## src/rtl/a_unlock_if.sv

```systemverilog
// a_unlock_if: groups the pushbutton input and the unlock status outputs of a_unlock.
//   btn      : raw pushbuttons {D,R,L,U,C} (indices 4..0)
//   a_done   : code accepted, held until reset
//   step     : correct presses so far, 0..4
//   fail_cnt : total wrong presses, saturating at 15
//   locked   : high while in lockout
// master drives btn (board/bench side); slave is the a_unlock side.
interface a_unlock_if;
  logic [4:0] btn;
  logic       a_done;
  logic [2:0] step;
  logic [3:0] fail_cnt;
  logic       locked;

  modport master (
    output btn,
    input  a_done,
    input  step,
    input  fail_cnt,
    input  locked
  );

  modport slave (
    input  btn,
    output a_done,
    output step,
    output fail_cnt,
    output locked
  );
endinterface

```

## src/rtl/a_unlock.sv

```systemverilog
// a_unlock: debounces the five pushbuttons and checks them against a four-press unlock code.
// Once the code is entered, a_done rises and stays high until reset.
// Ports:
//   CLOCK  : system clock, rising edge
//   RESETN : asynchronous active-low reset
//   bus    : a_unlock_if.slave (btn in; a_done, step, fail_cnt, locked out)
// Optional feature: define A_UNLOCK_LOCKOUT_EN to enable the lockout state after MAX_FAIL
// consecutive wrong presses (lasts LOCK_TICKS sample ticks). Otherwise locked is tied to 0.
module a_unlock #(
  parameter int unsigned TICK_DIV   = 250000,
  parameter int unsigned DEB_CYCLES = 4,
  parameter logic [11:0] CODE       = {3'd1, 3'd2, 3'd3, 3'd4},
  parameter int unsigned MAX_FAIL   = 3,
  parameter int unsigned LOCK_TICKS = 1200
) (
  input logic       CLOCK,
  input logic       RESETN,
  a_unlock_if.slave bus
);

  localparam int unsigned TickW = $clog2(TICK_DIV);

  if (TICK_DIV < 2 || DEB_CYCLES < 1 || DEB_CYCLES > 15 || MAX_FAIL < 1 || LOCK_TICKS < 1 ||
      CODE[11:9] > 3'd4 || CODE[8:6] > 3'd4 || CODE[5:3] > 3'd4 || CODE[2:0] > 3'd4)
  begin : g_param_err
    $error("a_unlock: illegal parameter value");
  end

`ifdef A_UNLOCK_LOCKOUT_EN
  localparam int unsigned LockW = $clog2(LOCK_TICKS + 1);
  typedef enum logic [2:0] {StS0, StS1, StS2, StS3, StDone, StLock} state_e;
`else
  typedef enum logic [2:0] {StS0, StS1, StS2, StS3, StDone} state_e;
`endif

  logic [4:0]       sync1_q, sync2_q;
  logic [TickW-1:0] tick_cnt_q;
  logic             tick;
  logic [4:0]       deb_q, deb_d, deb_dly_q;
  logic [4:0][3:0]  deb_cnt_q, deb_cnt_d;
  logic [4:0]       press;
  state_e           state_q, state_d;
  logic [3:0]       fail_q, fail_d;
  logic [2:0]       code_idx;
  logic             hit;
`ifdef A_UNLOCK_LOCKOUT_EN
  logic [3:0]       consec_q, consec_d;
  logic [LockW-1:0] lock_cnt_q, lock_cnt_d;
`endif

  assign tick  = (tick_cnt_q == TickW'(TICK_DIV - 1));
  // deb_dly_q lags deb_q by one cycle, so a rising level yields exactly one pulse cycle.
  assign press = deb_q & ~deb_dly_q;

  always_comb begin
    deb_d     = deb_q;
    deb_cnt_d = deb_cnt_q;
    if (tick) begin
      for (int i = 0; i < 5; i++) begin
        if (sync2_q[i] != deb_q[i]) begin
          if (deb_cnt_q[i] + 4'd1 == 4'(DEB_CYCLES)) begin
            deb_d[i]     = sync2_q[i];
            deb_cnt_d[i] = '0;
          end else begin
            deb_cnt_d[i] = deb_cnt_q[i] + 4'd1;
          end
        end else begin
          deb_cnt_d[i] = '0;
        end
      end
    end
  end

  always_comb begin
    unique case (state_q[1:0])
      2'd0:    code_idx = CODE[11:9];
      2'd1:    code_idx = CODE[8:6];
      2'd2:    code_idx = CODE[5:3];
      default: code_idx = CODE[2:0];
    endcase
  end

  // A single set bit matching the expected index; multi-bit presses never match.
  assign hit = (press == (5'b00001 << code_idx));

  always_comb begin
    state_d = state_q;
    fail_d  = fail_q;
`ifdef A_UNLOCK_LOCKOUT_EN
    consec_d   = consec_q;
    lock_cnt_d = lock_cnt_q;
`endif
    case (state_q)
      StS0, StS1, StS2, StS3: begin
        if (|press) begin
          if (hit) begin
            state_d = state_e'(state_q + 3'd1);
`ifdef A_UNLOCK_LOCKOUT_EN
            consec_d = '0;
`endif
          end else begin
            state_d = StS0;
            if (fail_q != 4'hf) fail_d = fail_q + 4'd1;
`ifdef A_UNLOCK_LOCKOUT_EN
            if (consec_q != 4'hf) consec_d = consec_q + 4'd1;
            if (32'(consec_q) + 32'd1 >= MAX_FAIL) begin
              state_d    = StLock;
              lock_cnt_d = '0;
            end
`endif
          end
        end
      end
      StDone: ;
`ifdef A_UNLOCK_LOCKOUT_EN
      StLock: begin
        if (tick) begin
          if (lock_cnt_q == LockW'(LOCK_TICKS - 1)) begin
            state_d    = StS0;
            consec_d   = '0;
            lock_cnt_d = '0;
          end else begin
            lock_cnt_d = lock_cnt_q + 1'b1;
          end
        end
      end
`endif
      default: state_d = StS0;
    endcase
  end

  always_ff @(posedge CLOCK or negedge RESETN) begin
    if (!RESETN) begin
      sync1_q    <= '0;
      sync2_q    <= '0;
      tick_cnt_q <= '0;
      deb_q      <= '0;
      deb_dly_q  <= '0;
      deb_cnt_q  <= '0;
      state_q    <= StS0;
      fail_q     <= '0;
`ifdef A_UNLOCK_LOCKOUT_EN
      consec_q   <= '0;
      lock_cnt_q <= '0;
`endif
    end else begin
      sync1_q    <= bus.btn;
      sync2_q    <= sync1_q;
      tick_cnt_q <= tick ? '0 : tick_cnt_q + 1'b1;
      deb_q      <= deb_d;
      deb_dly_q  <= deb_q;
      deb_cnt_q  <= deb_cnt_d;
      state_q    <= state_d;
      fail_q     <= fail_d;
`ifdef A_UNLOCK_LOCKOUT_EN
      consec_q   <= consec_d;
      lock_cnt_q <= lock_cnt_d;
`endif
    end
  end

  // Outputs are decodes of registered state only.
  always_comb begin
    bus.a_done   = (state_q == StDone);
    bus.fail_cnt = fail_q;
    bus.locked   = 1'b0;
    bus.step     = 3'd0;
    case (state_q)
      StS0, StS1, StS2, StS3: bus.step = {1'b0, state_q[1:0]};
      StDone:                 bus.step = 3'd4;
      default:                bus.step = 3'd0;
    endcase
`ifdef A_UNLOCK_LOCKOUT_EN
    bus.locked = (state_q == StLock);
`endif
  end

endmodule

```

## src/flat_wrapper.sv

```systemverilog
// flat-port wrapper written by rule: the top's interface ports become plain ports
module a_unlock_flat 
#(
  parameter int unsigned TICK_DIV   = 250000,
  parameter int unsigned DEB_CYCLES = 4,
  parameter logic [11:0] CODE       = {3'd1, 3'd2, 3'd3, 3'd4},
  parameter int unsigned MAX_FAIL   = 3,
  parameter int unsigned LOCK_TICKS = 1200
)
  (CLOCK, RESETN, bus_btn, bus_a_done, bus_step, bus_fail_cnt, bus_locked);
  a_unlock_if bus_i ();
  input logic CLOCK;
  input logic RESETN;
  input wire logic [$bits(bus_i.btn)-1:0] bus_btn;
  output wire logic [$bits(bus_i.a_done)-1:0] bus_a_done;
  output wire logic [$bits(bus_i.step)-1:0] bus_step;
  output wire logic [$bits(bus_i.fail_cnt)-1:0] bus_fail_cnt;
  output wire logic [$bits(bus_i.locked)-1:0] bus_locked;
  assign bus_i.btn = bus_btn;
  assign bus_a_done = bus_i.a_done;
  assign bus_step = bus_i.step;
  assign bus_fail_cnt = bus_i.fail_cnt;
  assign bus_locked = bus_i.locked;
  a_unlock #(.TICK_DIV(TICK_DIV), .DEB_CYCLES(DEB_CYCLES), .CODE(CODE), .MAX_FAIL(MAX_FAIL), .LOCK_TICKS(LOCK_TICKS)) u_core (.CLOCK(CLOCK), .RESETN(RESETN), .bus(bus_i));
endmodule
```

## config.mk

```make
export PLATFORM = sky130hd
export DESIGN_NAME = a_unlock_flat
export DESIGN_NICKNAME = d
export VERILOG_FILES = /design/src/rtl/a_unlock_if.sv /design/src/rtl/a_unlock.sv /design/src/flat_wrapper.sv
export SDC_FILE = /design/constraint.sdc
export NUM_CORES = 1
export LEC_CHECK = 0
export CAP_MARGIN = 0
export CORE_MARGIN = 2
export CORE_UTILIZATION = 59
export DETAILED_ROUTE_END_ITERATION = 16
export GPL_TIMING_DRIVEN = 0
export PLACE_DENSITY = 0.82
export SLEW_MARGIN = 20
export SYNTH_ARGS = -nofsm -noshare
export SYNTH_HDL_FRONTEND = slang
export SYNTH_SLANG_ARGS = --single-unit
export TNS_END_PERCENT = 30
```

## constraint.sdc

```tcl
create_clock -name CLOCK -period 2.5 [get_ports CLOCK]
set_clock_uncertainty 0.05 [all_clocks]
set_input_delay 0.25 -clock CLOCK [delete_from_list [all_inputs] [get_ports CLOCK]]
set_output_delay 0.25 -clock CLOCK [all_outputs]
set_load 0.01 [all_outputs]
```

; Yosys cells after proc, flatten, opt, wreduce, memory -nomap -nowiden
; Index checks and enable logic that the tools add are counted.
; Widths: inputs -> output; s select.
[word_totals]
reg_bits = 65
elab_cells = 76
[op_classes]
addsub = 8
eq_ne = 20
shifts = 1
mux = 16
n_bitwise = 4
n_reduce_logical = 11
[op_table]
columns = op, count
row1 = $mux 4, 10
row2 = $add 4x1->4 const B, 6
row3 = $eq 4x3->1 const B, 5
row4 = $add 18x1->18 const B, 1
row5 = $eq 18x18->1 const B, 1
row6 = $mux 18, 1
row7 = $reduce_and 3->1, 5
row8 = $pmux 3 s2, 2
row9 = $pmux 3 s3, 1
row10 = $eq 3x2->1 const B, 2
row11 = $mux 3, 2
row12 = $and 5x5->5, 1
row13 = $eq 5x5->1, 1
row14 = $ne 1x1->1, 5
row15 = $not 5->5, 1
row16 = $reduce_or 5->1, 1
row17 = $shl 1x3->5 const A, 1
row18 = $ne 4x4->1 const B, 1
row19 = $reduce_and 4->1, 1
row20 = $reduce_or 4->1, 1
row21 = $add 3x1->3 const B, 1
row22 = $eq 3x1->1 const B, 1
row23 = $eq 3x3->1 const B, 1
row24 = $logic_not 3->1, 1
row25 = other kinds (6), 7

; Logic depth before layout (Yosys ltp)
[depth]
depth_word = 7
depth_mapped = 9
depth_no_buf = 8

; Least setup slack after synthesis
; Ideal clock, no wire load.
[synth_timing]
path_kind = reg2reg
startpoint = register u_core.tick_cnt_q[9]
endpoint = register u_core.deb_cnt_q[12] (netlist bit)
arrival_time_ns = 1.725
required_time_ns = 2.321
slack_ns = 0.596
path_stages_with_launch = 9
cell_sequence = dfrtp_1 -> nor4b_2 -> nand4_1 -> or3_1 -> buf_2 -> buf_6 -> buf_2 -> nand2_1 -> o21ai_0
[synth_via]
elab_chain_cells = 1
[synth_rtl]
columns = item, line
row1 = "start, declared", a_unlock.sv:37  ; logic [TickW-1:0] tick_cnt_q;
row2 = "start signal, assigned", a_unlock.sv:149  ; tick_cnt_q <= tick ? '0 : tick_cnt_q + 1'b1;
row3 = $eq 18x18->1, a_unlock.sv:51  ; assign tick = (tick_cnt_q == TickW'(TICK_DIV - 1));
row4 = "end signal, assigned", a_unlock.sv:152  ; deb_cnt_q <= deb_cnt_d;
row5 = "end, declared", a_unlock.sv:40  ; logic [4:0][3:0] deb_cnt_q, deb_cnt_d;
; Every way passes these cells.
; A chain may end at the register's enable or synchronous reset.

; Worst setup path after layout
[layout_timing]
startpoint = register u_core.state_q[1]
endpoint = output port bus_step[1]
[layout_via]
elab_chain_cells = 3
[layout_rtl]
columns = item, line
row1 = "start, declared", a_unlock.sv:42  ; state_e state_q, state_d;
row2 = "start signal, assigned", a_unlock.sv:140  ; state_q <= StS0;
row3 = "start signal, assigned", a_unlock.sv:153  ; state_q <= state_d;
row4 = "$eq 3x1->1, or another cell as far along", a_unlock.sv:168  ; case (state_q)
row5 = $reduce_or 4->1, a_unlock.sv:168
row6 = $pmux 3 s2 (*), a_unlock.sv:168
row7 = "end, declared", flat_wrapper.sv:16  ; output wire logic [$bits(bus_i.step)-1:0] bus_step;
; Every way passes the cells marked *; elsewhere a longest branch is shown, timed or not.

==> results.yml <==
status:
  outcome: "finished, final reports clean"
run:
  cap_viol_max_count: 0
place:
  gp_congestion: 0.799
  portBuffers: 14
  place_area_mm2: 0.00341
  hpwl_um: 3820
setup_path:
  startpoint_type: "register"
  slowest_delay_ps: 470
  cp_cell_sequence: "inv_1 -> ha_1 -> nor3_1 -> o21bai_2 -> and2_1 -> clkdlybuf4s50_1"
  end_kind: "primary output"
  criticalPathCategory: "reg2out"
  crit_required_ps: 2200
  cpMaxStageDelayCell: "clkdlybuf4s50_1"
  path_max_fanout: 6
  worstPathArrival_ps: 2100
route:
  drt_iter0_drc: 92
  vias_per_cell: 5.51
  dr.pass1.iters: 4
  postRouteAntennaNets: 0
  wl_per_cell_um: 13.6
  via_count: 2169
  drc: 0
  wirelength_um: 5360
timing:
  setup_viol: 0
  setup_tns_ps: 0
  fin_crit_sh_pct: 96.0
  tightest_slew_ps: 697
  hold_viol: 0
  holdWs_ps: 298
  fmax_mhz: 417
  max_slew_margin_pct: 53.2
  drv_slew: 0
  fin_crit_ps: 2400
  rsz0062_at_grt: "no"
die:
  coreArea_mm2: 0.00514
  start_util_pct: 61.6
  dieArea_mm2: 0.00597
  ios: 16
  num_rows: 26
  die_h_um: 77.3
  die_w_um: 77.3
layout:
  nets: 344
  num_antenna_cells: 0
  design_area_mm2: 0.00363
  area_growth_pct: 14.7
  final_layout_size_suffix_gt1_share_pct: 11.7
clocking:
  cts-root-buf: "clkbuf_8"
  cts.reportedPaths.clkPinSlew_ps: 60
  clock_latency_ps: 340
  cts_tree: "yes"
  numClockSinks: 65
  cts_buffer_depth: 2
  post-cts-setup-buffer-count: 0
  htree_levels: 3
  cts_made_buffers: 9
global_route:
  grt_usage_pct: 20.6
  grt_pass1_wl_um: 9700
  antenna_found_initial: 0
  grt-ovfl-total: 0
  grt_max_degree: 36
  grt_pass1_vias: 2302
power_and_ir_drop:
  cellPowerDensity_mw_per_mm2: 564
  total_leakage_power_nw: 1.68
  peakVddDrop_mv: 0.369
  finalPower_mw: 2.05
min_path:
  worstHoldPathType: "reg2reg"
synthesis:
  yosys_warnings: 0
  synth_compound_area_share_pct: 9.28
  syn-cell-area_mm2: 0.00317
  synth.distinct_cells: 38
  synthCells: 292
  synth-xor-area-share_pct: 8.30
  syn_nets: 317
  synth_simple_gate_area_share_pct: 19.3
  synth-adder-area-share_pct: 7.11
  synth_top_family_by_area: "simple AND/OR/NAND/NOR gates"
  avgSynthCellArea_um2: 10.8
  synth-seq-cells: 65
  seq_area_frac_synth_pct: 51.4
  muxShareOfSynthArea_pct: 2.45
-- layout make-up --
cell class              count  area [µm²]
plain buffers               7        46.3
inverters                   5        18.8
fillers                   405        1510
clock buffers              13         139
clock inverters             3        65.1
flip-flops and latches     65        1630
repair buffers             16         168
well taps                  70        87.6
multi-input cells         215        1480
-- metal layers --
layer  vias to the layer above  part of all wire (%)  track usage [%]
li1                       1061                     -                -
met1                      1067                    47             24.6
met2                        30                    49             34.7
met3                        11                   2.9             5.76
met4                         0                   1.7             8.93
met5                         -                     0                0
-- registers in the layout (all words and copies together) (netlist names) --
register / flops
u_core.bus.fail_cnt: 4
u_core.deb_cnt_q: 20
u_core.deb_dly_q: 5
u_core.deb_q: 5
u_core.state_q: 3
u_core.sync1_q: 5
u_core.sync2_q: 5
u_core.tick_cnt_q: 18
-- cell families (layout without fill, tap and decap cells) --
group,count (synthesis),in the layout
AO/OA/AOI/OAI,43,43
flip-flops,65,65
adder cells (fa/ha/maj),18,18
other,1,1
XOR/XNOR,30,30
AND/OR/NAND/NOR,116,116
multiplexers,7,7
buffers and inverters,12,44
-- synthesized netlist by cell type (all sizes together) --
cell type  number  area share, %
nand2b          9            1.8
a211oi          3           0.71
nor2b           6            1.2
nand3b          6            1.4
a21oi           3           0.47
nor2           16            1.9
ha             18            7.1
xor2           13            3.6
conb            1           0.12
nor3            6            1.4
nand3          19            3.0
o41ai           3            1.5
and2            4           0.79
and3            5           0.99
buf             7            1.5
nand4           4           0.79
a211o           3           0.83
o21bai          1           0.24
or3             3           0.59
o311a           1           0.32
o31ai           3           0.71
inv             5           0.59
xnor2          17            4.7
nor3b           2           0.47
a21o            3           0.71
nand2          33            3.9
mux2            6            2.1
o21ai          20            3.2
o22ai           3           0.59
nor4b           1           0.47
or2             1           0.20
mux2i           1           0.32
dfrtp          65             51
nor4            1           0.40
-- timing repair --
action | 4_1_cts | 5_1_grt
gates resized for setup | 0 | 2
endpoints found under the setup margin | 0 | 2
hold buffers | 1 | 0
hold endpoints to repair | 30 | 0
-- metrics by stage --
step                setup slack, ps  instances  util (%)
global route                   4.04        394      70.6
CTS                            19.5        394      70.5
finish                         99.5        394      70.6
detailed placement              336        377      66.4
global placement               -968        376      66.0
floorplan                       596        292         -
-- critical path, delay by kind of cell, from the launching register on --
kind | cells | cell delay, ps
buffers and inverters | 2 | 590
AOI/OAI and AO/OA | 1 | 120
and+or+nand+nor | 2 | 430
DFF | 1 | 430
adders and majority gates | 1 | 190
-- path summary, 6_finish.rpt --
| check | from | to | slack [ps] | cells after the start |
|---|---|---|---|---|
| max in group asynchronous | RESETN | u_core.state_q[0] | 1530 | 3 |
| worst max-delay path | u_core.state_q[1] | bus_step[1] | 100 | 6 |
| worst max register to register | u_core.tick_cnt_q[9] | u_core.deb_q[3] | 340 | 5 |
| min in group asynchronous | RESETN | u_core.deb_cnt_q[1] | 340 | 2 |
| worst min register to register | u_core.sync1_q[1] | u_core.sync2_q[1] | 300 | 0 |
| worst min-delay path | u_core.sync1_q[1] | u_core.sync2_q[1] | 300 | 0 |
-- power by group --
group          internal (mW)  switching, mW  leakage (nW)
registers               1.06        0.00414         0.869
clock network          0.562          0.375         0.102
logic                 0.0186         0.0292         0.712
total                   1.64          0.408          1.68
-- cell usage in the layout (no fill, tap or decap), types with 12 or more instances in the layout --
cell type,netlist,final
xnor2_1,17,17
o21ai_0,12,12
clkdlybuf4s50_1,0,13
nand2_1,33,33
ha_1,18,18
nor2_1,16,16
xor2_1,13,13
nand3_1,19,19
dfrtp_1,65,64
Power figures use the tool's default switching activity.
